## src/rtl/npc_irq_ctrl.sv

```systemverilog
// Next-PC select and non-nested interrupt entry/exit sequencer feeding the PC register.
// Optional per-line vector slots are enabled with `define IRQ_VECTOR_TABLE_EN.
module npc_irq_ctrl #(
    parameter int unsigned N_IRQ    = 4,
    parameter logic [31:0] VEC_BASE = 32'h0000_4180
) (
    input  logic             clk,
    input  logic             rst,
    input  logic [31:0]      pc_cur,
    input  logic             stall,
    input  logic             br_taken,
    input  logic [31:0]      br_target,
    input  logic             jump,
    input  logic [31:0]      jump_target,
    input  logic             eret,
    input  logic [N_IRQ-1:0] irq,
    output logic [31:0]      npc,
    output logic             pc_wr,
    output logic             flush,
    output logic [31:0]      epc,
    output logic [2:0]       cause,
    output logic             in_isr
);

    localparam int unsigned XLEN = 32;
    localparam int unsigned CW   = 3;

    typedef enum logic [1:0] {RUN, TAKE, ISR, RET} state_t;

    state_t            state, state_nxt;
    logic [N_IRQ-1:0]  irq_d;
    logic [N_IRQ-1:0]  pending;
    logic [N_IRQ-1:0]  rise;
    logic [N_IRQ-1:0]  win_mask;
    logic [N_IRQ-1:0]  ack_mask;
    logic [CW-1:0]     win_idx;
    logic [XLEN-1:0]   seq;
    logic [XLEN-1:0]   redir;
    logic [XLEN-1:0]   vector;
    logic              take_req;
    logic              ack;
    logic              epc_ld;

    assign rise     = irq & ~irq_d;
    assign seq      = pc_cur + XLEN'(4);
    assign redir    = jump ? jump_target : (br_taken ? br_target : seq);
    assign take_req = (|pending) & ~stall & ~in_isr;
    assign ack_mask = ack ? win_mask : '0;

    // Lowest pending index wins
    always_comb begin
        win_idx = '0;
        for (int i = int'(N_IRQ) - 1; i >= 0; i--) begin
            if (pending[i]) begin
                win_idx = CW'(i);
            end
        end
        win_mask = N_IRQ'(1) << win_idx;
    end

`ifdef IRQ_VECTOR_TABLE_EN
    assign vector = VEC_BASE + (XLEN'(win_idx) << 3);
`else
    assign vector = VEC_BASE;
`endif

    always_ff @(posedge clk or posedge rst) begin
        if (rst) begin
            state <= RUN;
        end else begin
            state <= state_nxt;
        end
    end

    always_comb begin
        state_nxt = state;
        npc       = redir;
        pc_wr     = ~stall;
        flush     = (jump | br_taken) & ~stall;
        ack       = 1'b0;
        epc_ld    = 1'b0;
        case (state)
            RUN: begin
                if (take_req) begin
                    state_nxt = TAKE;
                    epc_ld    = 1'b1;
                end
            end
            TAKE: begin
                npc       = vector;
                pc_wr     = 1'b1;
                flush     = 1'b1;
                ack       = 1'b1;
                state_nxt = ISR;
            end
            ISR: begin
                if (eret && !stall) begin
                    state_nxt = RET;
                end
            end
            RET: begin
                npc       = epc;
                pc_wr     = 1'b1;
                flush     = 1'b1;
                state_nxt = RUN;
            end
            default: state_nxt = RUN;
        endcase
    end

    // A new edge on the line being acknowledged keeps it pending
    always_ff @(posedge clk or posedge rst) begin
        if (rst) begin
            irq_d   <= '0;
            pending <= '0;
        end else begin
            irq_d   <= irq;
            pending <= (pending & ~ack_mask) | rise;
        end
    end

    always_ff @(posedge clk or posedge rst) begin
        if (rst) begin
            epc    <= '0;
            cause  <= '0;
            in_isr <= 1'b0;
        end else begin
            if (epc_ld) begin
                epc <= npc;
            end
            if (ack) begin
                cause  <= win_idx;
                in_isr <= 1'b1;
            end else if (state == RET) begin
                in_isr <= 1'b0;
            end
        end
    end

endmodule
```

## config.mk

```make
export PLATFORM = sky130hd
export DESIGN_NAME = npc_irq_ctrl
export DESIGN_NICKNAME = d
export VERILOG_FILES = /design/src/rtl/npc_irq_ctrl.sv
export SDC_FILE = /design/constraint.sdc
export NUM_CORES = 1
export LEC_CHECK = 0
export CAP_MARGIN = 20
export CORE_MARGIN = 1.5
export CORE_UTILIZATION = 38
export CTS_BUF_LIST = sky130_fd_sc_hd__clkbuf_8
export DETAILED_ROUTE_END_ITERATION = 8
export GPL_ROUTABILITY_DRIVEN = 0
export PLACE_DENSITY = 0.76
export SLEW_MARGIN = 20
export SYNTH_ARGS = -nofsm -noshare
export SYNTH_HDL_FRONTEND = slang
export SYNTH_SLANG_ARGS = --single-unit
```

## constraint.sdc

```tcl
create_clock -name clk -period 2.7 [get_ports clk]
set_clock_uncertainty 0.2 [all_clocks]
set_input_delay 0.54 -clock clk [delete_from_list [all_inputs] [get_ports clk]]
set_output_delay 0.54 -clock clk [all_outputs]
set_load 0.1 [all_outputs]
```

==> impl_metrics.env, run 1 <==
export IMPL_vdd_drop_max_mv=1.159
export IMPL_crit_type="in -> out"
export IMPL_cts_tree="yes"
export IMPL_syn_inst=451
export IMPL_num_nets_final=880
export IMPL_ioPinCount=176
export IMPL_slew_violations=0
export IMPL_startpoint_type="input port"
export IMPL_wire_per_inst_um=25.36
export IMPL_portBuffers=174
export IMPL_grt_pass1_vias=5639
export IMPL_rsz0062_at_grt="true"
export IMPL_async_flop_share_pct=100.0
export IMPL_drive_above_1_share_pct=50.46
export IMPL_clock_fmax_ghz=0.2993
export IMPL_drtIter0Drc=683
export IMPL_yosysSeqAreaShare_pct=31.05
export IMPL_ant_nets=0
export IMPL_maxCapViolations=0
export IMPL_cts_clk_slew_worst_paths_ns=0.10
export IMPL_synth_most_common_cell="nand2_1"
export IMPL_p_leak_nw=3.580
export IMPL_pwr_share_comb_pct=84.2
export IMPL_dieHeight_um=100.7
export IMPL_place_hpwl_um=12480
export IMPL_dp_cells=833
export IMPL_fin_area_mm2=0.008013
export IMPL_cts_buffers=5
export IMPL_hold_path_class="reg -> reg"
export IMPL_chipWidth_um=100.7
export IMPL_worst_slack_ns=-0.6409
export IMPL_core_area_mm2=0.009240
export IMPL_h_tree_depth=2
export IMPL_cp_end_kind="output port"
export IMPL_p_per_area_mw_per_mm2=1369
export IMPL_synth_top_cells_by_count="77 x nand2_1, 45 x dfrtp_1, 42 x o21ai_0, 22 x nor2_1"
export IMPL_fillers=409
export IMPL_synthTopCellsByArea="dfrtp_1 31%, nand2_1 8.0%, o21ai_0 5.8%"
export IMPL_syn_avg_cell_area_um2=8.043
export IMPL_synth_edf_count=0
export IMPL_dr_total_vias=5757
export IMPL_cts_sinks=45
export IMPL_fin_crit_ns=3.341
export IMPL_required_ns=1.96
export IMPL_maxSlewHeadroom_pct=59.64
export IMPL_synth_seq_cells=45
export IMPL_grt_overflow=0
export IMPL_swShare_pct=60.46
export IMPL_num_rows=35
export IMPL_drc=0
export IMPL_instances_no_fill=899
export IMPL_violations="negative setup slack"
export IMPL_clockPowerShare_pct=4.2
export IMPL_tightest_slew_ns=0.6040
export IMPL_grt_util_all_layers_pct=36.87
export IMPL_hold_ws_ns=0.2316
export IMPL_vias_per_cell=6.404
export IMPL_path_max_fanout=3
export IMPL_internal_power_mw=4.336
export IMPL_ys_types=74
export IMPL_synth_top_area_share_pct=31.05
export IMPL_postPlaceCellArea_mm2=0.006814
export IMPL_switchingPower_mw=6.632
export IMPL_synth_flop_cell="dfrtp_1"
export IMPL_clock_latency_ns=0.32
export IMPL_outcome="complete, but fails checks"
export IMPL_yosysWarnings=0
export IMPL_grt_pass1_wl_um=28790
export IMPL_arrival_ns=2.60
export IMPL_wl_um=22800
export IMPL_setup_viol=34
export IMPL_synth_top_area_cell="dfrtp_1"
export IMPL_sequentialPowerShare_pct=11.6
export IMPL_period_share_pct=123.7
export IMPL_start_util_pct=39.26
export IMPL_dr_pass1_iters=9
export IMPL_syn_area_mm2=0.003627
export IMPL_grt_max_degree=27
export IMPL_area_delta_synth_final_pct=120.9
export IMPL_cts_root_buf="clkbuf_8"
export IMPL_synth_nets=563
export IMPL_die_area_mm2=0.01014
export IMPL_antenna_found_initial=1
export IMPL_hold_viol=0
export IMPL_clk_path_buf_depth=2
path summary, 6_finish.rpt:
kind	start	endpoint	slack, ns	cells after the start
worst max-delay path	pc_cur[2]	npc[26]	-0.64	10
worst min-delay path	irq_d[3]$_DFF_PP0_	pending[3]$_DFF_PP0_	0.23	1
worst max register to register	state[1]$_DFFE_PP0P_	epc[29]$_DFFE_PP0P_	0.12	9
worst min register to register	irq_d[3]$_DFF_PP0_	pending[3]$_DFF_PP0_	0.23	1
max in group asynchronous	rst	state[0]$_DFFE_PP0P_	1.41	3
min in group asynchronous	rst	epc[24]$_DFFE_PP0P_	0.36	2
sequential cells by signal, indices dropped and copies added (netlist names):
register  flops
cause         2
epc          32
in_isr        1
irq_d         4
pending       4
state         2
power by group through the flow:
stage / Combinational [mW] / Sequential, mW / Clock [mW]
detailed placement: 7.95 / 1.22 / 0
global placement: 7.86 / 1.19 / 0
finish: 9.23 / 1.27 / 0.463
CTS: 8.28 / 1.21 / 0.453
global route: 9.43 / 1.30 / 0.482
floorplan: 3.72 / 2.91 / 0
logic make-up (layout without fill, tap and decap cells):
group                      count (synthesis)  count (layout)  synth area share [%]
and+or+nand+nor                          186             186                 26.32
AOI/OAI and AO/OA                        135             135                 26.25
other                                      1               2                0.1034
adders and majority gates                  6               6                 2.070
xor gates and xnor gates                  12              12                 2.898
buffers and inverters                     50             368                 6.829
DFF                                       45              45                 31.05
muxes                                     16              16                 4.484
metal layers:
layer  share of wire (%)  up-vias  global-route usage [%]
li1                    -     2311                       -
met1                  34     2658                   42.26
met2                  46      566                   63.46
met3                  11      222                   8.460
met4                 8.8        0                   20.15
met5                   0        -                       0
metrics by stage:
stage	total power [mW]	setup TNS, ns	worst slack (ns)	util (%)
floorplan	6.635	-3.642	-0.7860	-
global placement	9.049	-19.95	-0.9264	73.74
detailed placement	9.172	-22.00	-0.9474	73.74
CTS	9.936	-4.746	-0.4625	80.49
global route	11.21	-8.268	-0.6728	86.72
finish	10.97	-7.328	-0.6409	86.72
worst max-delay path: stages:
cell       delay, ns
buf_8           0.08
ha_4            0.14
nand3_4         0.08
or4_4           0.58
buf_4           0.18
nor3_1          0.41
a2111oi_2       0.09
buf_4           0.17
o21ai_4         0.14
buf_12          0.19
cells in the final DEF (no fill, tap or decap), drive strengths merged, types with 11 or more instances in the layout:
| cell type | synthesis | layout |
|---|---|---|
| nor3 | 11 | 11 |
| mux2i | 14 | 14 |
| nor2 | 23 | 23 |
| nand2 | 77 | 77 |
| dfrtp | 45 | 45 |
| buf | 8 | 258 |
| o21ai | 45 | 45 |
| clkdlybuf4s50 | 0 | 75 |
| nand4 | 11 | 11 |
| inv | 18 | 18 |
| a22o | 16 | 16 |
| nand3 | 14 | 14 |
layout make-up:
type,instances,area (µm²),share of cell area [%]
clock inverter,3,22.52,0.2811
tap,129,161.4,2.014
antenna,1,2.502,0.03123
sequential,45,1127,14.07
multi-input combinational,356,3082,38.46
timing repair buffer,340,3472,43.33
inverter,20,76.32,0.9525
clock buffer,5,68.82,0.8588
timing repair:
item / CTS / global route
gates resized for setup: 183 / 100
buffers inserted: 33 / 34
pin swaps: 42 / 45
hold endpoints to repair: 0 / 0
endpoints found under the setup margin: 34 / 29
cloned: 1 / 1
hold buffers: 0 / 0
Power figures use the tool's default switching activity.
==> inputs of run 2 (changes only) <==
--- a/config.mk
+++ b/config.mk
@@ -10,8 +10,7 @@
 export CORE_UTILIZATION = 38
 export CTS_BUF_LIST = sky130_fd_sc_hd__clkbuf_8
 export DETAILED_ROUTE_END_ITERATION = 8
-export GPL_ROUTABILITY_DRIVEN = 0
-export PLACE_DENSITY = 0.76
+export PLACE_DENSITY_LB_ADDON = 0.3
 export SLEW_MARGIN = 20
 export SYNTH_ARGS = -nofsm -noshare
 export SYNTH_HDL_FRONTEND = slang
==> impl_metrics.env, run 2 (synthesized netlist as in run 1, its figures left out) <==
export IMPL_outcome="complete, but fails checks"
export IMPL_violations="negative setup slack"
export IMPL_clock_fmax_ghz=0.3179
export IMPL_p_per_area_mw_per_mm2=1310
export IMPL_cts_root_buf="clkbuf_8"
export IMPL_cts_tree="yes"
export IMPL_r2r_setup_slack_ns=0.25
export IMPL_hold_viol=0
export IMPL_multi_input_area_mm2=0.003070
export IMPL_fillers=506
export IMPL_portBuffers=174
export IMPL_arrival_ns=2.41
export IMPL_instances_no_fill=875
export IMPL_wl_um=18540
export IMPL_fin_crit_ns=3.145
export IMPL_h_tree_depth=2
export IMPL_worst_slack_ns=-0.4452
export IMPL_cp_end_kind="output port"
export IMPL_regArea_mm2=0.001126
export IMPL_area_delta_synth_final_pct=111.9
export IMPL_tightest_slew_ns=0.5192
export IMPL_setup_viol=24
export IMPL_dp_slack_ns=-0.9419
export IMPL_largestRegisters="epc (32), irq_d (4), pending (4)"
export IMPL_crit_type="in -> out"
export IMPL_place_hpwl_um=12700
export IMPL_wire_per_inst_um=21.19
export IMPL_drive_above_1_share_pct=48.72
export IMPL_vias_per_cell=5.915
export IMPL_grt_util_all_layers_pct=34.67
export IMPL_num_rows=35
export IMPL_maxCapViolations=0
export IMPL_p_leak_nw=3.432
export IMPL_vdd_drop_max_mv=1.262
export IMPL_gp_congestion=0.9105
export IMPL_grt_max_degree=26
export IMPL_final_cell_mix="146 x buf_4, 73 x nand2_1, 73 x clkdlybuf4s50_1"
export IMPL_ant_nets=0
export IMPL_largest_reg_flops=32
export IMPL_drtIter0Drc=359
export IMPL_core_area_mm2=0.009240
export IMPL_startpoint_type="input port"
export IMPL_rsz0062_at_grt="true"
export IMPL_hold_ws_ns=0.2202
export IMPL_cts_sinks=45
export IMPL_die_area_mm2=0.01014
export IMPL_clock_latency_ns=0.31
export IMPL_hold_path_class="reg -> reg"
export IMPL_postPlaceCellArea_mm2=0.006822
export IMPL_dieHeight_um=100.7
export IMPL_chipWidth_um=100.7
export IMPL_dr_pass1_iters=6
export IMPL_ioPinCount=176
export IMPL_final_util_pct=83.20
export IMPL_grt_pass1_wl_um=27190
export IMPL_cts_clk_slew_worst_paths_ns=0.10
export IMPL_largest_register="epc"
export IMPL_clk_path_buf_depth=2
export IMPL_cts_hold_buf=0
export IMPL_cts_buffers=5
export IMPL_final_common_cell="buf_4"
export IMPL_required_ns=1.96
export IMPL_num_nets_final=854
export IMPL_dr_total_vias=5176
export IMPL_path_max_fanout=3
export IMPL_dp_cells=834
export IMPL_fin_area_mm2=0.007687
export IMPL_maxSlewHeadroom_pct=65.30
export IMPL_grt_pass1_vias=5210
export IMPL_antenna_found_initial=3
export IMPL_slew_violations=0
export IMPL_grt_overflow=0
export IMPL_period_share_pct=116.5
export IMPL_drc=0
export IMPL_start_util_pct=39.26
## run 2: changes by cell type in the layout (fill, tap and decap cells not counted), moves of 3 or more
| cell | change |
|---|---|
| buf_12 | -3 |
| buf_2 | +3 |
| buf_4 | -15 |
| buf_6 | -11 |
| buf_8 | -4 |
| clkdlybuf4s15_1 | +3 |
| clkdlybuf4s15_2 | +4 |
| nor2_1 | +4 |
| nor2_4 | -4 |
| o21ai_2 | +4 |
## run 2: path summary, 6_finish.rpt
kind	startpoint	endpoint	cells past startpoint
max	pc_cur[26]	npc[27]	8
max in group asynchronous	rst	epc[19]$_DFFE_PP0P_	3
min in group asynchronous	rst	pending[2]$_DFF_PP0_	2
max reg2reg	pending[2]$_DFF_PP0_	epc[29]$_DFFE_PP0P_	5
min reg2reg	irq_d[1]$_DFF_PP0_	pending[1]$_DFF_PP0_	1
min	irq_d[1]$_DFF_PP0_	pending[1]$_DFF_PP0_	1
## run 2: critical path, stage by stage
cell and delay [ns]:
clkdlybuf4s15_2 0.21, and4_4 0.25, buf_6 0.11, nand4_1 0.20, or4_4 0.63, nand2_4 0.10, a2bb2oi_4 0.17, buf_12 0.19
## run 2: layout make-up
cell class	instances	area share, %
antenna	3	0.09766
clock buffer	5	0.8952
clock inverter	3	0.3255
inverter	20	0.9928
multi-input combinational	356	39.94
sequential	45	14.65
tap	129	2.100
timing repair buffer	314	41.00
## run 2: per-layer routing
metal | vias up | track usage (%) | part of all wire, %
li1 | 2256 | - | -
met1 | 2442 | 42.11 | 36
met2 | 363 | 59.41 | 48
met3 | 115 | 6.865 | 9.1
met4 | 0 | 15.17 | 5.9
met5 | - | 0 | 0
## run 2: timing repair
action,in CTS,in global routing
cloned,0,0
endpoints found under the setup margin,35,28
buffers inserted,26,13
pin swaps,46,30
gates resized for setup,182,58
## run 2: power breakdown
group          total (mW)  internal (mW)  switching [mW]
logic                8.39           2.70            5.69
registers            1.21          0.957           0.256
clock network       0.469          0.188           0.281
total                10.1           3.85            6.22
## run 2: stage by stage
step,total power [mW],TNS [ns]
after detailed placement,9.186,-21.80
final,10.07,-6.066
after global placement,9.046,-20.09
after global routing,10.38,-6.608
after CTS,9.929,-5.200
after floorplan,6.635,-3.642
